File: src/rtl/gfx_cmd_writer_pkg.sv
`default_nettype none
// ============================================================================
// Module      : gfx_pkg
// Description : Shared constants, state encoding and helper functions for
//               the graphics command writer.
// Revision    : 1.0 - initial release
// ============================================================================
package gfx_pkg;

    // Write targets carried in operation[17:16]
    localparam logic [1:0] TGT_NONE    = 2'b00;
    localparam logic [1:0] TGT_BOARD   = 2'b01;
    localparam logic [1:0] TGT_SPRITES = 2'b10;
    localparam logic [1:0] TGT_COLORS  = 2'b11;

    // Board geometry
    localparam int BOARD_COLS = 80;
    localparam int BOARD_ROWS = 34;

    // Operation word layout
    localparam int OP_ADDR_LSB = 0;
    localparam int OP_ADDR_W   = 16;
    localparam int OP_TGT_LSB  = 16;
    localparam int OP_TGT_W    = 2;

    // Writer state encoding
    typedef logic [2:0] state_t;
    localparam state_t c_ST_IDLE  = 3'd0;
    localparam state_t c_ST_PRIME = 3'd1;
    localparam state_t c_ST_WRITE = 3'd2;
    localparam state_t c_ST_TAIL  = 3'd3;
    localparam state_t c_ST_DONE  = 3'd4;

    // Pack target and address into an operation word; bits [31:18] stay zero.
    function automatic logic [31:0] make_op(input logic [1:0] tgt, input logic [15:0] addr);
        logic [31:0] v;
        v = '0;
        v[OP_TGT_LSB +: OP_TGT_W]   = tgt;
        v[OP_ADDR_LSB +: OP_ADDR_W] = addr;
        return v;
    endfunction

    // y * cols as a sum of shifted copies of y; with a constant cols this
    // reduces to a couple of adders (80 = 64 + 16).
    function automatic logic [15:0] mul_cols(input logic [5:0] y, input int cols);
        logic [15:0] acc;
        acc = '0;
        for (int i = 0; i < 16; i++) begin
            if (cols[i]) begin
                acc = acc + (16'(y) << i);
            end
        end
        return acc;
    endfunction

endpackage
`default_nettype wire

File: src/rtl/gfx_cmd_writer_if.sv
`default_nettype none
// ============================================================================
// Module      : gfx_cmd_writer_if
// Description : Command handshake from the CPU side plus the operation/data
//               write port towards the pixel compute block.
// Revision    : 1.0 - initial release
// ============================================================================
interface gfx_cmd_writer_if;

    logic        cmd_valid;
    logic        cmd_ready;
    logic        cmd_fill;
    logic [1:0]  cmd_target;
    logic [15:0] cmd_addr;
    logic [31:0] cmd_data;
    logic [6:0]  rect_x;
    logic [5:0]  rect_y;
    logic [6:0]  rect_w;
    logic [5:0]  rect_h;
    logic [31:0] operation;
    logic [31:0] data;
    logic        busy;
    logic        done;

    // Command issuer
    modport master (
        output cmd_valid, cmd_fill, cmd_target, cmd_addr, cmd_data,
               rect_x, rect_y, rect_w, rect_h,
        input  cmd_ready, operation, data, busy, done
    );

    // Command writer
    modport slave (
        input  cmd_valid, cmd_fill, cmd_target, cmd_addr, cmd_data,
               rect_x, rect_y, rect_w, rect_h,
        output cmd_ready, operation, data, busy, done
    );

endinterface
`default_nettype wire

File: src/rtl/gfx_cmd_writer_rect_walker.sv
`default_nettype none
// ============================================================================
// Module      : rect_walker
// Description : Holds a clipped fill rectangle and walks it row-major,
//               producing the board address of the current tile and a flag
//               marking the final tile. Row base is kept incrementally.
// Revision    : 1.0 - initial release
// ============================================================================
module rect_walker #(
    parameter int BOARD_COLS = 80,
    parameter int BOARD_ROWS = 34
) (
    input  wire logic        clock,
    input  wire logic        reset,
    input  wire logic        load,
    input  wire logic        prime,
    input  wire logic        step,
    input  wire logic [6:0]  rect_x,
    input  wire logic [5:0]  rect_y,
    input  wire logic [6:0]  rect_w,
    input  wire logic [5:0]  rect_h,
    output logic             empty,
    output logic [15:0]      addr,
    output logic             last
);
    import gfx_pkg::mul_cols;

    localparam logic [7:0]  c_COLS8  = 8'(BOARD_COLS);
    localparam logic [6:0]  c_ROWS7  = 7'(BOARD_ROWS);
    localparam logic [15:0] c_COLS16 = 16'(BOARD_COLS);

    logic [6:0]  r_x0;
    logic [6:0]  r_x;
    logic [5:0]  r_y;
    logic [7:0]  r_x_end;
    logic [6:0]  r_y_end;
    logic [15:0] r_row_base;

    logic [7:0]  w_x_sum;
    logic [7:0]  w_x_end;
    logic [6:0]  w_y_sum;
    logic [6:0]  w_y_end;
    logic [7:0]  w_x_next;
    logic [6:0]  w_y_next;
    logic        w_row_wrap;
    logic [15:0] w_prime_base;
    logic [15:0] w_base;

    // Clip limits are computed one bit wider than the fields so the
    // comparison sees the true sum.
    assign w_x_sum = {1'b0, rect_x} + {1'b0, rect_w};
    assign w_y_sum = {1'b0, rect_y} + {1'b0, rect_h};
    assign w_x_end = (w_x_sum > c_COLS8) ? c_COLS8 : w_x_sum;
    assign w_y_end = (w_y_sum > c_ROWS7) ? c_ROWS7 : w_y_sum;

    assign empty = (rect_w == '0) || (rect_h == '0) ||
                   ({1'b0, rect_x} >= c_COLS8) || ({1'b0, rect_y} >= c_ROWS7);

    // During the first word the row base is not registered yet, so the
    // shift-add product is used directly and captured at the same time.
    assign w_prime_base = mul_cols(r_y, BOARD_COLS);
    assign w_base       = prime ? w_prime_base : r_row_base;
    assign addr         = w_base + {9'b0, r_x};

    assign w_x_next   = {1'b0, r_x} + 8'd1;
    assign w_y_next   = {1'b0, r_y} + 7'd1;
    assign w_row_wrap = (w_x_next >= r_x_end);
    assign last       = w_row_wrap && (w_y_next >= r_y_end);

    // Rectangle latch and row-major position update
    always_ff @(posedge clock) begin
        if (reset) begin
            r_x0       <= '0;
            r_x        <= '0;
            r_y        <= '0;
            r_x_end    <= '0;
            r_y_end    <= '0;
            r_row_base <= '0;
        end else if (load) begin
            r_x0    <= rect_x;
            r_x     <= rect_x;
            r_y     <= rect_y;
            r_x_end <= w_x_end;
            r_y_end <= w_y_end;
        end else if (prime) begin
            r_row_base <= w_prime_base;
        end else if (step) begin
            if (w_row_wrap) begin
                r_x        <= r_x0;
                r_y        <= w_y_next[5:0];
                r_row_base <= r_row_base + c_COLS16;
            end else begin
                r_x <= w_x_next[6:0];
            end
        end
    end

endmodule
`default_nettype wire

File: src/rtl/gfx_cmd_writer.sv
`default_nettype none
// ============================================================================
// Module      : gfx_cmd_writer
// Description : Turns single-write and board-fill commands into timed
//               operation/data bursts for the pixel compute block. Each
//               burst of n words is framed as PRIME, n x WRITE, TAIL so the
//               consumer's registered write enable catches every word.
// Revision    : 1.0 - initial release
// ============================================================================
module gfx_cmd_writer #(
    parameter int BOARD_COLS = gfx_pkg::BOARD_COLS,
    parameter int BOARD_ROWS = gfx_pkg::BOARD_ROWS
) (
    input  wire logic        clock,
    input  wire logic        reset,
    gfx_cmd_writer_if.slave  bus
);
    import gfx_pkg::state_t;
    import gfx_pkg::c_ST_IDLE;
    import gfx_pkg::c_ST_PRIME;
    import gfx_pkg::c_ST_WRITE;
    import gfx_pkg::c_ST_TAIL;
    import gfx_pkg::c_ST_DONE;
    import gfx_pkg::TGT_NONE;
    import gfx_pkg::TGT_BOARD;
    import gfx_pkg::make_op;

    state_t      r_state;
    state_t      w_state_next;

    logic        r_fill;
    logic [1:0]  r_target;
    logic [15:0] r_addr;
    logic [31:0] r_data;

    logic        w_accept;
    logic        w_empty;
    logic        w_prime;
    logic        w_step;
    logic        w_walk_last;
    logic        w_last;
    logic        w_active;
    logic [15:0] w_walk_addr;
    logic [1:0]  w_word_tgt;
    logic [15:0] w_word_addr;

    assign bus.cmd_ready = (r_state == c_ST_IDLE) && !reset;
    assign w_accept      = bus.cmd_valid && bus.cmd_ready;
    assign w_prime       = (r_state == c_ST_PRIME);

    rect_walker #(
        .BOARD_COLS (BOARD_COLS),
        .BOARD_ROWS (BOARD_ROWS)
    ) u_walker (
        .clock  (clock),
        .reset  (reset),
        .load   (w_accept),
        .prime  (w_prime),
        .step   (w_step),
        .rect_x (bus.rect_x),
        .rect_y (bus.rect_y),
        .rect_w (bus.rect_w),
        .rect_h (bus.rect_h),
        .empty  (w_empty),
        .addr   (w_walk_addr),
        .last   (w_walk_last)
    );

    // State register
    always_ff @(posedge clock) begin
        if (reset) begin
            r_state <= c_ST_IDLE;
        end else begin
            r_state <= w_state_next;
        end
    end

    // Command latch; inputs are ignored for the rest of the command
    always_ff @(posedge clock) begin
        if (reset) begin
            r_fill   <= 1'b0;
            r_target <= TGT_NONE;
            r_addr   <= '0;
            r_data   <= '0;
        end else if (w_accept) begin
            r_fill   <= bus.cmd_fill;
            r_target <= bus.cmd_target;
            r_addr   <= bus.cmd_addr;
            r_data   <= bus.cmd_data;
        end
    end

    // A single write is a one-word burst
    assign w_last = r_fill ? w_walk_last : 1'b1;

    // Next-state and walker stepping
    always_comb begin
        w_state_next = r_state;
        w_step       = 1'b0;
        case (r_state)
            c_ST_IDLE: begin
                if (w_accept) begin
                    if (bus.cmd_fill) begin
                        w_state_next = w_empty ? c_ST_DONE : c_ST_PRIME;
                    end else begin
                        w_state_next = (bus.cmd_target == TGT_NONE) ? c_ST_DONE : c_ST_PRIME;
                    end
                end
            end
            c_ST_PRIME: w_state_next = c_ST_WRITE;
            c_ST_WRITE: begin
                if (w_last) begin
                    w_state_next = c_ST_TAIL;
                end else begin
                    w_step = 1'b1;
                end
            end
            c_ST_TAIL:  w_state_next = c_ST_DONE;
            c_ST_DONE:  w_state_next = c_ST_IDLE;
            default:    w_state_next = c_ST_IDLE;
        endcase
    end

    // Output words; forced to zero while reset is held
    assign w_active    = !reset && ((r_state == c_ST_PRIME) ||
                                    (r_state == c_ST_WRITE) ||
                                    (r_state == c_ST_TAIL));
    assign w_word_tgt  = r_fill ? TGT_BOARD : r_target;
    assign w_word_addr = r_fill ? w_walk_addr : r_addr;

    assign bus.operation = w_active ? make_op(w_word_tgt, w_word_addr) : '0;
    assign bus.data      = w_active ? r_data : '0;
    assign bus.busy      = !reset && (r_state != c_ST_IDLE);
    assign bus.done      = !reset && (r_state == c_ST_DONE);

endmodule
`default_nettype wire

File: src/flat_wrapper.sv
// flat-port wrapper written by rule: the top's interface ports become plain ports
module gfx_cmd_writer_flat import gfx_pkg::state_t; import gfx_pkg::c_ST_IDLE; import gfx_pkg::c_ST_PRIME; import gfx_pkg::c_ST_WRITE; import gfx_pkg::c_ST_TAIL; import gfx_pkg::c_ST_DONE; import gfx_pkg::TGT_NONE; import gfx_pkg::TGT_BOARD; import gfx_pkg::make_op;
#(
    parameter int BOARD_COLS = gfx_pkg::BOARD_COLS,
    parameter int BOARD_ROWS = gfx_pkg::BOARD_ROWS
)
  (clock, reset, bus_cmd_valid, bus_cmd_fill, bus_cmd_target, bus_cmd_addr, bus_cmd_data, bus_rect_x, bus_rect_y, bus_rect_w, bus_rect_h, bus_cmd_ready, bus_operation, bus_data, bus_busy, bus_done);
  gfx_cmd_writer_if bus_i ();
  input  wire logic clock;
  input  wire logic reset;
  input wire logic [$bits(bus_i.cmd_valid)-1:0] bus_cmd_valid;
  input wire logic [$bits(bus_i.cmd_fill)-1:0] bus_cmd_fill;
  input wire logic [$bits(bus_i.cmd_target)-1:0] bus_cmd_target;
  input wire logic [$bits(bus_i.cmd_addr)-1:0] bus_cmd_addr;
  input wire logic [$bits(bus_i.cmd_data)-1:0] bus_cmd_data;
  input wire logic [$bits(bus_i.rect_x)-1:0] bus_rect_x;
  input wire logic [$bits(bus_i.rect_y)-1:0] bus_rect_y;
  input wire logic [$bits(bus_i.rect_w)-1:0] bus_rect_w;
  input wire logic [$bits(bus_i.rect_h)-1:0] bus_rect_h;
  output wire logic [$bits(bus_i.cmd_ready)-1:0] bus_cmd_ready;
  output wire logic [$bits(bus_i.operation)-1:0] bus_operation;
  output wire logic [$bits(bus_i.data)-1:0] bus_data;
  output wire logic [$bits(bus_i.busy)-1:0] bus_busy;
  output wire logic [$bits(bus_i.done)-1:0] bus_done;
  assign bus_i.cmd_valid = bus_cmd_valid;
  assign bus_i.cmd_fill = bus_cmd_fill;
  assign bus_i.cmd_target = bus_cmd_target;
  assign bus_i.cmd_addr = bus_cmd_addr;
  assign bus_i.cmd_data = bus_cmd_data;
  assign bus_i.rect_x = bus_rect_x;
  assign bus_i.rect_y = bus_rect_y;
  assign bus_i.rect_w = bus_rect_w;
  assign bus_i.rect_h = bus_rect_h;
  assign bus_cmd_ready = bus_i.cmd_ready;
  assign bus_operation = bus_i.operation;
  assign bus_data = bus_i.data;
  assign bus_busy = bus_i.busy;
  assign bus_done = bus_i.done;
  gfx_cmd_writer #(.BOARD_COLS(BOARD_COLS), .BOARD_ROWS(BOARD_ROWS)) u_core (.clock(clock), .reset(reset), .bus(bus_i));
endmodule
File: config.mk
export PLATFORM = sky130hd
export DESIGN_NAME = gfx_cmd_writer_flat
export DESIGN_NICKNAME = d
export VERILOG_FILES = /design/src/rtl/gfx_cmd_writer_pkg.sv /design/src/rtl/gfx_cmd_writer_if.sv /design/src/rtl/gfx_cmd_writer_rect_walker.sv /design/src/rtl/gfx_cmd_writer.sv /design/src/flat_wrapper.sv
export SDC_FILE = /design/constraint.sdc
export NUM_CORES = 1
export LEC_CHECK = 0
export ABC_AREA = 1
export CORE_ASPECT_RATIO = 1.25
export CORE_UTILIZATION = 55
export CTS_CLUSTER_DIAMETER = 150
export CTS_CLUSTER_SIZE = 40
export DETAILED_ROUTE_END_ITERATION = 7
export PLACE_DENSITY_LB_ADDON = 0.15
export SYNTH_ARGS = -nofsm -noshare
export SYNTH_HDL_FRONTEND = slang
export SYNTH_HIERARCHICAL = 1
export SYNTH_SLANG_ARGS = --single-unit
export TNS_END_PERCENT = 20
File: constraint.sdc
create_clock -name clock -period 6.9 [get_ports clock]
set_input_delay 0.69 -clock clock [delete_from_list [all_inputs] [get_ports clock]]
set_output_delay 0.69 -clock clock [all_outputs]
set_load 0.05 [all_outputs]
Word level (Yosys, flattened, before mapping). Cells that the tools add are included.

Mux-type cells: 27. Magnitude comparators: 6. Reduce and logical (&&, ||, !) cells: 25. $add $sub $neg: 7. Bitwise logic cells: 1. Equality and inequality tests: 7.

Operator list (number): 16-bit 2-to-1 mux (5); 7-bit 2-to-1 mux (5); 32-bit 2-to-1 mux (1); 6-bit 2-to-1 mux (4); 18-bit 2-to-1 mux (1); 16-bit by 7-bit adder with 16-bit output (1); 16-bit by 7-bit adder with 16-bit output (second input constant) (1); 3-bit 2-to-1 mux (5); 10-bit by 12-bit adder with 13-bit output (1); 3-bit one-hot mux with 4 select lines (1); 7-bit by 1-bit adder with 8-bit output (second input constant) (1); 7-bit by 7-bit adder with 8-bit output (1); 8-bit greater-or-equal comparator (1); 8-bit by 7-bit > comparator with 1-bit output (second input constant) (1); 8-bit 2-to-1 mux (1); 2-bit nonzero test (4); 6-bit by 1-bit adder with 7-bit output (second input constant) (1); 6-bit by 6-bit adder with 7-bit output (1); 7-bit greater-or-equal comparator (1); 7-bit greater-or-equal comparator (second input constant) (1); 7-bit by 6-bit > comparator with 1-bit output (second input constant) (1); 7-bit zero test (1); 3-bit by 2-bit == test with 1-bit output (second input constant) (2); 6-bit greater-or-equal comparator (second input constant) (1); other kinds (16) (30).

Register bits after elaboration: 105. Logic and storage cells: 84.

Depth between registers and ports, before layout. Gate-level depths: netlist of run 1.

Depth in word-level cells: 9. Depth in mapped cells: 23. Depth with buffers taken out: 22.

By module. The synthesis of run 1 kept the hierarchy.

Modules (own cells, without submodules): rect_walker (cells an instance 650, area each 4185.3 sq um, instances 1); gfx_cmd_writer (cells an instance 363, area each 2497.4 sq um, instances 1).

Least setup slack after synthesis of run 1. OpenSTA, ideal clock, no wires.

Kind: register to output. Start point: register u_core.r_state[2]. End point: output bus_operation[15]. Arrival time: 3.148 ns. Data required time: 6.210 ns. Stages on the path, launching flop included: 22. Slack: 3.062 ns. Cells stage by stage: dfxtp_1 > inv_1 > nand3_1 > inv_1 > buf_2 > buf_2 > o21ai_0 > ha_1 > nand2_1 > inv_1 > nand2_1 > nand2_1 > a21oi_2 > nor2_4 > nand2_2 > nor2_4 > nand3_1 > nand2_1 > nand2_1 > inv_1 > nand2_1 > a21oi_1.

Longest elaborated chain between the ends: 5. Elaborated cells between the ends (all ways): 10.

RTL lines: start, declared (RTL line gfx_cmd_writer.sv:28) `state_t r_state;`; start signal, assigned (RTL line gfx_cmd_writer.sv:72) `r_state <= c_ST_IDLE;`; start signal, assigned (RTL line gfx_cmd_writer.sv:74) `r_state <= w_state_next;`; 3-bit by 1-bit == test with 1-bit output (RTL line gfx_cmd_writer.sv:49) `assign w_prime = (r_state == c_ST_PRIME);`; net u_core.w_prime (RTL line gfx_cmd_writer.sv:38) `logic w_prime;`; 16-bit 2-to-1 mux (RTL line gfx_cmd_writer_rect_walker.sv:62) `assign w_base = prime ? w_prime_base : r_row_base;`; 16-bit by 7-bit adder with 16-bit output (RTL line gfx_cmd_writer_rect_walker.sv:63) `assign addr = w_base + {9'b0, r_x};`; net u_core.w_walk_addr[15] (RTL line gfx_cmd_writer.sv:43) `logic [15:0] w_walk_addr;`; 16-bit 2-to-1 mux (RTL line gfx_cmd_writer.sv:129) `assign w_word_addr = r_fill ? w_walk_addr : r_addr;`; 18-bit 2-to-1 mux (RTL line gfx_cmd_writer.sv:131) `assign bus.operation = w_active ? make_op(w_word_tgt, w_word_addr) : '0;`; end, declared (RTL line flat_wrapper.sv:21) `output wire logic [$bits(bus_i.operation)-1:0] bus_operation;`.

The timed path passes the listed nets, and every way through them passes these cells.

Final worst setup path of run 1. Same ends and word-level chain as after synthesis.

==> results of run 1 <==
==> flip-flops by register name, summed over array words and instances (netlist names), 2 cells and up <==
name,count
u_core/u_walker/r_x,7
u_core/u_walker/r_row_base,12
u_core/u_walker/r_x_end,8
u_core/u_walker/r_y_end,7
u_core/u_walker/r_x0,7
u_core/r_target,2
u_core/r_state,3
u_core/r_data,32
u_core/u_walker/r_y,6
u_core/r_addr,16
==> layer usage <==
| metal | up-vias | wire (um) | track usage |
|---|---|---|---|
| li1 | 3443 | - | - |
| met4 | 0 | 344 | 0.112 |
| met3 | 26 | 917 | 0.0296 |
| met1 | 2956 | 6980 | 0.306 |
| met5 | - | 0 | 0 |
| met2 | 216 | 7880 | 0.464 |
==> how the worst min path moves through the flow <==
stage / end / depth (start not counted) / start
floorplan: u_core/u_walker/r_x_end[7] / 2 / u_core/u_walker/r_x_end[7]
global placement: u_core/u_walker/r_y_end[6] / 2 / u_core/u_walker/r_y_end[6]
detailed placement: u_core/u_walker/r_y_end[6] / 2 / u_core/u_walker/r_y_end[6]
CTS: u_core/u_walker/r_y_end[6] / 2 / u_core/u_walker/r_y_end[6]
global route: u_core/r_data[23] / 2 / u_core/r_data[23]
finish: u_core/u_walker/r_y_end[6] / 2 / u_core/u_walker/r_y_end[6]
==> where the power goes <==
part	switching, mW	internal (mW)	leakage (nW)	total (mW)
Combinational	0.385	0.219	2.57	0.603
Sequential	0.0426	0.639	0.826	0.682
Clock	0.223	0.282	0.136	0.505
==> critical path, stage by stage, from the launching register on <==
cell	delay, ns
sky130_fd_sc_hd__dfxtp_1	0.34
sky130_fd_sc_hd__inv_1	0.11
sky130_fd_sc_hd__nand3_1	0.10
sky130_fd_sc_hd__inv_1	0.64
sky130_fd_sc_hd__o21ai_0	0.21
sky130_fd_sc_hd__ha_1	0.41
sky130_fd_sc_hd__nand2_1	0.10
sky130_fd_sc_hd__inv_1	0.07
sky130_fd_sc_hd__nand2_1	0.05
sky130_fd_sc_hd__nand2_1	0.07
sky130_fd_sc_hd__a21oi_2	0.06
sky130_fd_sc_hd__nor2_4	0.11
sky130_fd_sc_hd__nand2_2	0.07
sky130_fd_sc_hd__nor2_4	0.17
sky130_fd_sc_hd__nand3_1	0.09
sky130_fd_sc_hd__nand2_1	0.06
sky130_fd_sc_hd__nand2_1	0.04
sky130_fd_sc_hd__inv_1	0.04
sky130_fd_sc_hd__nand2_1	0.04
sky130_fd_sc_hd__a21oi_1	0.16
sky130_fd_sc_hd__clkdlybuf4s50_1	0.82
==> cell families (layout without fill, tap and decap cells) <==
group                    Yosys count  after routing  share of synthesized area
other                              3             19                    0.00168
AO/OA/AOI/OAI                    212            212                      0.168
XOR/XNOR                          27             27                     0.0354
buffers and inverters            184            286                      0.122
adder cells (fa/ha/maj)           46             46                     0.0906
AND/OR/NAND/NOR                  440            440                      0.280
flip-flops                       101            101                      0.303
==> per-stage QoR <==
step,worst slack (ns),hold slack [ns]
floorplan,3.06,0.422
global placement,2.61,0.430
detailed placement,2.52,0.436
CTS,2.10,0.446
global route,1.82,0.469
finish,2.09,0.443
==> layout make-up <==
type,count,area share
inverters,134,0.0608
clock inverters,5,0.00711
well taps,161,0.0244
multi-input cells,744,0.472
clock buffers,11,0.0281
flip-flops and latches,101,0.244
repair buffers,136,0.163
==> cell usage in the layout, fill, tap and decap left out, types with 17 or more instances in the layout <==
| cell | count |
|---|---|
| sky130_fd_sc_hd__ha_1 | 42 |
| sky130_fd_sc_hd__nand3_1 | 58 |
| sky130_fd_sc_hd__nand2_1 | 236 |
| sky130_fd_sc_hd__a21oi_1 | 117 |
| sky130_fd_sc_hd__xor2_1 | 17 |
| sky130_fd_sc_hd__clkdlybuf4s50_1 | 131 |
| sky130_fd_sc_hd__o21ai_0 | 65 |
| sky130_fd_sc_hd__nor2_1 | 99 |
| sky130_fd_sc_hd__dfxtp_1 | 101 |
| sky130_fd_sc_hd__inv_1 | 126 |
| sky130_fd_sc_hd__conb_1 | 19 |
==> results, run 1 <==
- The setup path with the least slack is of type register to output port.
- The total count of hold-check failures in the final report is 0.
- The required time of the critical path is 6.21 ns.
- Setup violations remaining at the end of the flow were counted as 0.
- The detailed router's first-iteration violation count is 391.
- In this run the post-CTS setup repair buffer count came out at 0.
- Setup repair after global routing left no endpoint under its margin.
- The routability congestion estimate from global placement is 0.879.
- The count of nets left with antenna violations once routing finished came out at 0.
- The minimum setup slack among reg-to-reg paths is 2.91 ns.
- The portion of the post-synthesis area used by sequential elements is 0.303.
- The number of nets at the end of the flow is 1252.
- The power after layout is 1.79 mW.
- Across every metal layer, demand over resource in global routing totals 0.259.
- The first TritonRoute pass finished after 5 iterations.
- The number of flops mapped to enable cells by yosys is 0.
- The post-place instance area is 7980 um^2.
- Summing all flip-flop and latch instances after layout gives 2020 um^2.
- Yosys mapped the design onto 45 distinct sky130hd cell types.
- In this run the critical register-to-register path is captured at u_core/u_walker/r_y[0].
- The maximum clock rate is 0.208 GHz.
- The first global-routing pass estimated 26.7 mm of wire.
- The row count is 44.
- After detailed routing, the number of vias per cell comes to 5.14.
- The top-level port count is 147.
- The number of H-tree branching levels is 3.
- Among all flip-flop cells after synthesis, the most frequent one is sky130_fd_sc_hd__dfxtp_1.
- After legalization and detailed placement, the total HPWL measured 11.7 mm.
- The root buffer cell is sky130_fd_sc_hd__clkbuf_16.
- The data arrival time at the worst-slack endpoint is 4.12 ns.
- The port buffer count is 132.
- From synthesis to final layout, the design area changed by 23.8%.
- TritonCTS built the clock tree.
- The peak fanout along the critical path is 24.
- The final max-slew violation count was 0.
- In this run the deepest clock path goes through 2 buffers.
- The run finished with clean final reports.
- Across the VDD grid, the largest voltage drop is 126 uV.
- The post-layout utilization of the core is 0.705.
- The timing endpoint of the critical path is bus_operation[15].
- The CTS clock-pin slew for the worst setup and hold paths is 0.07 ns.
- The finished layout cell area is 8270 um^2.
- The die height is 125 um.
- The global-route congestion overflow total is 0.
- The total CTS buffers is 9.
- Dividing the detail-routed wire length by the instance count gives 12.5 um.
- 0 antenna diodes ended up in the layout.
- The mapped cell area is 6680 um^2.
- Headroom to the max-slew limit came out at 0.430.
- The kind of path behind the tightest hold check is register to register.
- The mean instance size in the synthesized netlist is 6.60 um^2.
- The most critical setup path has its startpoint at u_core/r_state[2].
- Sorting the synthesized cells by how often they occur yields sky130_fd_sc_hd__nand2_1 (236), sky130_fd_sc_hd__inv_1 (126), sky130_fd_sc_hd__a21oi_1 (117).
- The initial antenna violation count came to 0.
- The analysis attributes to cell leakage a power of 3.53 nW.
- The share of Yosys cell area claimed by the top area cell type is 0.303.
- In the final layout, the share of cells above drive strength 1 is 0.0469.
- The warning count from the yosys run is 6.
- The horizontal extent of the die is 101 um.
- Detailed routing inserted a total of 6641 vias.
- The clock latency on the worst-skew pair is 0.35 ns.
- The number of instances in the placed design is 1276.
- The total detailed-routing wirelength is 16.1 mm.
- The cell taking the most area after synthesis is sky130_fd_sc_hd__dfxtp_1.
- The most numerous cell in the Yosys netlist is sky130_fd_sc_hd__nand2_1.
- The number of gates resized after cts is 0.
- Entering global routing, the biggest net connects 87 pins.
- The worst setup path is captured at an output port.
- The sort of element at the start of the critical path is a register.
- The slew at the pin closest to its max-slew limit is 0.854 ns.
- The fill cell instance count of the final layout is 1032.
- The total area inside the core boundary comes to 11700 um^2.
- The beginning of the worst register-to-register path is u_core/u_walker/r_x[0].
- The final sum of negative setup slack is 0 ns.
- The via count of the first global-routing pass is 6015.
- Of all flip-flops after synthesis, the portion carrying an async set or reset was 0.
- For the finished layout, the period the worst path requires is 4.81 ns.
- The initial utilization of the core area, before any placement, comes to 0.570.
- The number of buffers added to fix hold violations after cts is 0.
- By area the synthesized netlist is led by sky130_fd_sc_hd__dfxtp_1 (30%), sky130_fd_sc_hd__nand2_1 (13%), sky130_fd_sc_hd__a21oi_1 (8.8%), sky130_fd_sc_hd__ha_1 (7.9%), sky130_fd_sc_hd__inv_1 (7.1%).
- In the final layout, the multi-input gates occupy 3910 um^2.
- The ratio of final minimum period to clock period is 0.697.
- The largest clock skew in the final design is 0.0106 ns.
- Synthesis inferred 101 register bits.
- The die area is 12600 um^2.
- The detailed-route DRC error count is 0.
- Once layout is complete, the cells apart from fillers number 1292.
- The number of max-cap violations is 0.
- The worst reg2reg path depth is 19.
- The total clock sinks is 101.
- The cell count after synthesis came out at 1013.
- For this design the ratio of total power to cell area is 216 nW/um^2.
No activity file was read; power rests on OpenSTA's default activity.
==> run 2, diff against run 1 <==
CORE_UTILIZATION = 52   (was 55)
clock period = 5 ns   (was 6.9 ns; I/O delays follow)
==> run 2 against run 1 <==
  * Clock skew is 0.0046 ns lower
  * Sequential share of layout area about the same
  * Utilization down 3.4 points
  * Critical path type unchanged
==> results, run 2 (synthesis gave the netlist of run 1 again) <==
- Run status: finished, final reports clean (unchanged).
- The average routed wire per standard cell is 12.8 um (was 12.5 um).
- The fill cell instance count of the final layout is 1159 (was 1032).
- The detailed router's first-iteration violation count is 234 (was 391).
- The peak fanout along the critical path came to 24 (unchanged).
- The first-pass GRT wire length is 26.6 mm (was 26.7 mm).
- The CTS clock-pin slew for the worst setup and hold paths is 0.07 ns (about the same).
- The die height is 129 um (was 125 um).
- The pin count of the biggest net entering global routing is 87 (unchanged).
- The initial antenna violation count is 0 (unchanged).
- Commonest cells after routing, fill and taps aside: sky130_fd_sc_hd__nand2_1 (236), sky130_fd_sc_hd__clkdlybuf4s50_1 (131), sky130_fd_sc_hd__inv_1 (125), sky130_fd_sc_hd__a21oi_1 (117), sky130_fd_sc_hd__dfxtp_1 (101) (was sky130_fd_sc_hd__nand2_1 (236), sky130_fd_sc_hd__clkdlybuf4s50_1 (131), sky130_fd_sc_hd__inv_1 (126), sky130_fd_sc_hd__a21oi_1 (117), sky130_fd_sc_hd__dfxtp_1 (101)).
- The routability congestion estimate from global placement was 0.833 (was 0.879).
- The share of final-layout standard cells stronger than drive strength 1 is 0.0487 (was 0.0469).
- The area growth from synthesis to layout was 23.8% (about the same).
- The number of nets at the end of the flow is 1251 (was 1252).
- The global-route congestion overflow total is 0 (unchanged).
- The critical path class is register to output port (unchanged).
- The row count is 45 (was 44).
- The number of diodes is 0 (unchanged).
- The switching power was 0.909 mW (was 0.650 mW).
- The switching power as a share of total power is 0.369 (was 0.363).
- The horizontal extent of the die is 103 um (was 101 um).
- The most frequent cell on the critical path is sky130_fd_sc_hd__nand2_1 (unchanged).
- The post-layout utilization of the core is 0.671 (was 0.705).
- The element type at the critical path end is an output port (unchanged).
- The die area is 13300 um^2 (was 12600 um^2).
- The number of gates resized after cts is 0 (unchanged).
- The ratio of final minimum period to clock period is 0.923.
- The overall routing resource usage is 0.250 (was 0.259).
- The kind of path behind the tightest hold check is register to register (unchanged).
- The final sum of negative setup slack is 0 ns (unchanged).
- The number of H-tree branching levels is 3 (unchanged).
- The detailed-route DRC error count is 0 (unchanged).
- The number of max-cap violations is 0 (unchanged).
- The top-level port count is 147 (unchanged).
- The data arrival time at the worst-slack endpoint is 4.11 ns (was 4.12 ns).
- The total CTS buffers is 9 (unchanged).
- The required time of the critical path came to 4.50 ns (was 6.21 ns).
- The sequential group share of total power was 0.382 (was 0.381).
- The reported leakage power was 3.52 nW (was 3.53 nW).
- The number of buffers added to fix hold violations after cts is 0 (unchanged).
- The total clock sinks is 101 (unchanged).
- The slowest library cell on the worst path is sky130_fd_sc_hd__clkdlybuf4s50_1 (unchanged).
- The largest clock skew in the final design is 0.00600 ns (was 0.0106 ns).
- The final setup violation count is 0 (unchanged).
- The via count of the first global-routing pass is 6016 (was 6015).
- The slew at the pin closest to its max-slew limit is 0.969 ns (was 0.854 ns).
- Largest registers: u_core/r_data: 32 flops, u_core/r_addr: 16 flops, u_core/u_walker/r_row_base: 12 flops (unchanged).
- The port buffer count came to 132 (unchanged).
- List of cells traversed by the critical path: inv_1 -> nand3_1 -> clkinvlp_4 -> nand2_1 -> o21ai_0 -> ha_1 -> nand2_1 -> inv_1 -> nand2_1 -> nand2_1 -> a21oi_2 -> nor2_4 -> nand2_2 -> nor2_4 -> nand3_1 -> nand2_1 -> nand2_1 -> inv_1 -> nand2_1 -> a21oi_1 -> clkdlybuf4s50_1 (was inv_1 -> nand3_1 -> inv_1 -> o21ai_0 -> ha_1 -> nand2_1 -> inv_1 -> nand2_1 -> nand2_1 -> a21oi_2 -> nor2_4 -> nand2_2 -> nor2_4 -> nand3_1 -> nand2_1 -> nand2_1 -> inv_1 -> nand2_1 -> a21oi_1 -> clkdlybuf4s50_1).
- The worst slew margin relative to its limit is 0.353 (was 0.430).
- The root buffer cell is sky130_fd_sc_hd__clkbuf_16 (unchanged).
- The power density relative to cell area came to 298 nW/um^2 (was 216 nW/um^2).
- The total setup buffers inserted after CTS is 0 (unchanged).
- The clock latency on the worst-skew pair is 0.35 ns (about the same).
- The critical path's largest stage delay came to 0.82 ns (about the same).
- The fraction of power consumed by combinational cells is 0.338 (was 0.337).
- The number of vias per cell is 5.13 (was 5.14).
- The half-perimeter wire length after detailed placement is 11.9 mm (was 11.7 mm).
- The total count of hold-check failures in the final report is 0 (unchanged).
- The total detailed-routing wirelength is 16.6 mm (was 16.1 mm).
- The flip-flop count of the largest register after layout was 32 (unchanged).
- The maximum ir drop on the vdd rail is 167 uV (was 126 uV).
- The internal power contribution is 1.55 mW (was 1.14 mW).
- The register with the most flip-flops is u_core/r_data (unchanged).
- The clock network fraction of total power is 0.280 (was 0.282).
- The iteration count of the initial detailed-routing pass is 5 (unchanged).
- The deepest clock path buffer count is 2 (unchanged).
- The most common cell after layout, fill and taps aside is sky130_fd_sc_hd__nand2_1 (unchanged).
- The sort of element at the start of the critical path is a register (unchanged).
- The time the final worst path needs with I/O delays and setup is 4.61 ns.
- Setup repair after global routing missed its margin: false (unchanged).
- The final antenna-violating net count was 0 (unchanged).
- The initial core utilization is 0.542 (was 0.570).
- The final max-slew violation count was 0 (unchanged).
- The core region area is 12300 um^2 (was 11700 um^2).
- The routed via count was 6634 (was 6641).
- The maximum clock rate is 0.217 GHz.
- The CTS tree was done (unchanged).
run 2: cell types whose count changed in the layout (fill, tap and decap cells not counted):
cell	change
sky130_fd_sc_hd__buf_4	-1
sky130_fd_sc_hd__bufinv_16	-1
sky130_fd_sc_hd__clkbuf_1	-2
sky130_fd_sc_hd__clkbuf_8	+2
sky130_fd_sc_hd__clkinv_2	-1
sky130_fd_sc_hd__clkinv_4	+2
sky130_fd_sc_hd__clkinvlp_4	+1
sky130_fd_sc_hd__inv_1	-1
sky130_fd_sc_hd__inv_6	-1
sky130_fd_sc_hd__inv_8	+1
run 2: path summary, 6_finish.rpt:
kind / depth (start not counted) / slack [ns] / endpoint / startpoint
worst max-delay path: 21 / 0.39 / bus_operation[15] / u_core/r_state[2]
worst min register to register: 2 / 0.44 / u_core/u_walker/r_y_end[6] / u_core/u_walker/r_y_end[6]
worst max register to register: 19 / 1.15 / u_core/u_walker/r_y[4] / u_core/u_walker/r_x[0]
worst min-delay path: 2 / 0.44 / u_core/u_walker/r_y_end[6] / u_core/u_walker/r_y_end[6]
run 2: layer usage:
metal  vias to the layer above  wire length [um]  global-route usage
met3                        18              1050              0.0500
met4                         0               213              0.0820
met5                         -                 0                   0
met2                       174              8140               0.444
li1                       3457                 -                   -
met1                      2985              7160               0.295
run 2: power by group through the flow:
stage / clock network [mW] / logic (mW) / registers [mW]
2_1_floorplan: 0 / 0.632 / 0.940
3_3_place_gp: 0 / 0.809 / 0.957
3_5_place_dp: 0 / 0.816 / 0.959
4_1_cts: 0.701 / 0.828 / 0.941
5_1_grt: 0.738 / 0.935 / 0.953
6_report: 0.689 / 0.833 / 0.941
run 2: critical path: cells and delay by family, from the launching register on:
kind,cells,cell delay (ns)
AND/OR/NAND/NOR,12,1.18
adder cells (fa/ha/maj),1,0.37
AO/OA/AOI/OAI,3,0.35
buffers and inverters,5,1.46
flip-flops,1,0.39
run 2: layout make-up:
class / count / area (um^2) / share of cell area
Multi-Input combinational cell: 744 / 3910 / 0.472
Sequential cell: 101 / 2020 / 0.244
Timing Repair Buffer: 135 / 1340 / 0.162
Inverter: 134 / 507 / 0.0612
Clock buffer: 11 / 253 / 0.0305
Tap cell: 164 / 205 / 0.0248
Clock inverter: 5 / 43.8 / 0.00529
run 2: through the flow:
| step | hold WS [ns] | area (um^2) | std cells | power (mW) | worst slack [ns] |
|---|---|---|---|---|---|
| floorplan | 0.422 | 6740 | 1029 | 1.57 | 1.35 |
| global placement | 0.435 | 7980 | 1278 | 1.77 | 0.861 |
| detailed placement | 0.437 | 7980 | 1278 | 1.78 | 0.770 |
| CTS | 0.448 | 8270 | 1294 | 2.47 | 0.371 |
| global route | 0.473 | 8280 | 1294 | 2.63 | 0.00340 |
| finish | 0.444 | 8280 | 1294 | 2.46 | 0.387 |
==> run 3, diff against run 2 <==
CORE_ASPECT_RATIO = unset   (was 1.25)
CORE_MARGIN = 2   (was unset)
==> run 3 against run 2 <==
  * Critical path depth decreased by 1
  * Via count down 0.78%
  * Final area up 0.77%
  * Clock-buffer cell count did not move
  * Register-to-register slack better by 0.02 ns
  * Cell count rose by 0.62%
  * Clock skew grew 0.0021 ns
  * Power increased by 4.3%
  * Sequential share of layout area decreased by 0.19 points
  * Fmax grew 0.76%
  * Routed wire length shrank 0.14%
  * Critical path type unchanged
  * Highest routed layer unchanged
==> results, run 3 (synthesis gave the netlist of run 1 again) <==
- Run status: finished, final reports clean (unchanged).
- The total count of hold-check failures in the final report is 0 (unchanged).
- The number of diodes is 0 (unchanged).
- The number of H-tree branching levels is 3 (unchanged).
- The routed via count is 6582 (was 6634).
- The critical path class is register to output port (unchanged).
- Largest registers: u_core/r_data: 32 flops, u_core/r_addr: 16 flops, u_core/u_walker/r_row_base: 12 flops (unchanged).
- The timing endpoint of the critical path is bus_operation[15] (unchanged).
- The time the final worst path needs with I/O delays and setup is 4.58 ns (was 4.61 ns).
- The number of buffers added to fix hold violations after cts is 0 (unchanged).
- The root buffer cell is sky130_fd_sc_hd__clkbuf_16 (unchanged).
- The top-level port count is 147 (unchanged).
- The power density relative to cell area came to 308 nW/um^2 (was 298 nW/um^2).
- The total detailed-routing wirelength was 16.5 mm (was 16.6 mm).
- The tightest hold margin is 0.455 ns (was 0.444 ns).
- The clock latency on the worst-skew pair came to 0.36 ns (was 0.35 ns).
- The horizontal extent of the die is 117 um (was 103 um).
- The area growth from synthesis to layout is 24.8% (was 23.8%).
- The element type at the critical path end is an output port (unchanged).
- The initial core utilization was 0.532 (was 0.542).
- The row count was 41 (was 45).
- The core region area is 12600 um^2 (was 12300 um^2).
- The die area was 13800 um^2 (was 13300 um^2).
- The slew at the pin closest to its max-slew limit came to 0.972 ns (was 0.969 ns).
- The iteration count of the initial detailed-routing pass is 5 (unchanged).
- Commonest cells after routing, fill and taps aside: sky130_fd_sc_hd__nand2_1 (236), sky130_fd_sc_hd__clkdlybuf4s50_1 (131), sky130_fd_sc_hd__inv_1 (126), sky130_fd_sc_hd__a21oi_1 (117), sky130_fd_sc_hd__dfxtp_1 (101) (was sky130_fd_sc_hd__nand2_1 (236), sky130_fd_sc_hd__clkdlybuf4s50_1 (131), sky130_fd_sc_hd__inv_1 (125), sky130_fd_sc_hd__a21oi_1 (117), sky130_fd_sc_hd__dfxtp_1 (101)).
- The most common cell after layout, fill and taps aside is sky130_fd_sc_hd__nand2_1 (unchanged).
- The post-layout utilization of the core is 0.664 (was 0.671).
- The end of the worst register-to-register path is u_core/u_walker/r_y[1] (was u_core/u_walker/r_y[4]).
- The initial antenna violation count was 0 (unchanged).
- The worst reg2reg path depth was 19 (unchanged).
- The detailed router's first-iteration violation count is 424 (was 234).
- The final sum of negative setup slack is 0 ns (unchanged).
- The reported leakage power is 3.56 nW (was 3.52 nW).
- The ratio of final minimum period to clock period is 0.916 (was 0.923).
- The worst-case setup margin in the final layout is 0.422 ns (was 0.387 ns).
- The largest clock skew in the final design is 0.00812 ns (was 0.00600 ns).
- The pin count of the biggest net entering global routing is 87 (unchanged).
- The total setup buffers inserted after CTS is 0 (unchanged).
- The number of instances in the placed design is 1286 (was 1278).
- The peak fanout along the critical path came to 24 (unchanged).
- The post-route non-filler standard cell count is 1302 (was 1294).
- The overall routing resource usage came to 0.240 (was 0.250).
- The top metal layer carrying routed signals was met4 (unchanged).
- The sum of met2 wire segment lengths after detailed routing is 7.90 mm (was 8.14 mm).
- The register with the most flip-flops is u_core/r_data (unchanged).
- The post-place instance area was 8000 um^2 (was 7980 um^2).
- The data arrival time at the worst-slack endpoint is 4.08 ns (was 4.11 ns).
- The flip-flop count of the largest register after layout came to 32 (unchanged).
- The sort of element at the start of the critical path is a register (unchanged).
- The final antenna-violating net count is 0 (unchanged).
- The share of final-layout standard cells stronger than drive strength 1 is 0.0478 (was 0.0487).
- The total clock sinks is 101 (unchanged).
- The half-perimeter wire length after detailed placement was 12.1 mm (was 11.9 mm).
- Setup repair after global routing missed its margin: false (unchanged).
- The detailed-route DRC error count is 0 (unchanged).
- The launching instance or port of the critical path is u_core/r_state[2] (unchanged).
- The required time of the critical path is 4.50 ns (about the same).
- The final max-slew violation count is 0 (unchanged).
- The maximum ir drop on the vdd rail is 164 uV (was 167 uV).
- The number of nets at the end of the flow is 1251 (unchanged).
- The via count of the first global-routing pass is 5941 (was 6016).
- The number of max-cap violations was 0 (unchanged).
- The setup slack at placement was 0.820 ns (was 0.770 ns).
- The number of gates resized after cts came to 0 (unchanged).
- The kind of path behind the tightest hold check is register to register (unchanged).
- The number of vias per cell was 5.06 (was 5.13).
- The deepest clock path buffer count came to 2 (unchanged).
- The maximum clock rate is 0.218 GHz (was 0.217 GHz).
- The port buffer count was 132 (unchanged).
- The final setup violation count is 0 (unchanged).
- The first-pass GRT wire length came to 27.6 mm (was 26.6 mm).
- The met3 layer wire length in the routed design is 726 um (was 1.05 mm).
- The beginning of the worst register-to-register path is u_core/u_walker/r_x[0] (unchanged).
- The minimum setup slack among reg-to-reg paths is 1.17 ns (was 1.15 ns).
- The detailed-routing wirelength on met1 is 7.55 mm (was 7.16 mm).
- The total CTS buffers is 9 (unchanged).
- The worst slew margin relative to its limit was 0.351 (was 0.353).
- The power after layout is 2.57 mW (was 2.46 mW).
- The CTS tree is done (unchanged).
- The finished layout cell area was 8340 um^2 (was 8280 um^2).
- The routability congestion estimate from global placement is 0.866 (was 0.833).
- The global-route congestion overflow total is 0 (unchanged).
- The CTS clock-pin slew for the worst setup and hold paths is 0.07 ns (about the same).
- The average routed wire per standard cell was 12.7 um (was 12.8 um).
- The die height was 117 um (was 129 um).
-- run 3: cell type report --
class | count | area, um^2
tap | 172 | 215
fill | 1198 | 4230
multi-input combinational | 744 | 3910
clock inverter | 5 | 88.8
inverter | 134 | 503
timing repair buffer | 135 | 1350
clock buffer | 11 | 253
sequential | 101 | 2020
-- run 3: how the worst min path moves through the flow --
stage	from	endpoint	slack, ns	depth (start not counted)
2_1_floorplan	u_core/u_walker/r_x_end[7]	u_core/u_walker/r_x_end[7]	0.42	2
3_3_place_gp	u_core/u_walker/r_y_end[6]	u_core/u_walker/r_y_end[6]	0.44	2
3_5_place_dp	u_core/u_walker/r_y_end[2]	u_core/u_walker/r_y_end[2]	0.44	2
4_1_cts	u_core/u_walker/r_y_end[6]	u_core/u_walker/r_y_end[6]	0.45	2
5_1_grt	u_core/r_data[23]	u_core/r_data[23]	0.47	2
6_report	u_core/r_data[27]	u_core/r_data[27]	0.46	2
-- run 3: per-layer routing --
metal  track usage  vias to the layer above
li1              -                     3450
met3        0.0306                       23
met1         0.306                     2943
met5             0                        -
met2         0.412                      166
met4        0.0934                        0
-- run 3: worst max-delay path: stages (launching register included) --
cell and delay, ns:
sky130_fd_sc_hd__dfxtp_1 0.34, sky130_fd_sc_hd__inv_1 0.12, sky130_fd_sc_hd__nand3_1 0.11, sky130_fd_sc_hd__inv_1 0.59
sky130_fd_sc_hd__o21ai_0 0.21, sky130_fd_sc_hd__ha_1 0.39, sky130_fd_sc_hd__nand2_1 0.09, sky130_fd_sc_hd__inv_1 0.05
sky130_fd_sc_hd__nand2_1 0.04, sky130_fd_sc_hd__nand2_1 0.06, sky130_fd_sc_hd__a21oi_2 0.05, sky130_fd_sc_hd__nor2_4 0.10
sky130_fd_sc_hd__nand2_2 0.07, sky130_fd_sc_hd__nor2_4 0.17, sky130_fd_sc_hd__nand3_1 0.09, sky130_fd_sc_hd__nand2_1 0.07
sky130_fd_sc_hd__nand2_1 0.04, sky130_fd_sc_hd__inv_1 0.05, sky130_fd_sc_hd__nand2_1 0.05, sky130_fd_sc_hd__a21oi_1 0.18
sky130_fd_sc_hd__clkdlybuf4s50_1 0.83
-- run 3: where the power goes --
part           switching [mW]  internal, mW  leakage [nW]  total, mW
combinational           0.528         0.303          2.57      0.831
clock                   0.324         0.473         0.169      0.797
sequential             0.0580         0.882         0.826      0.940
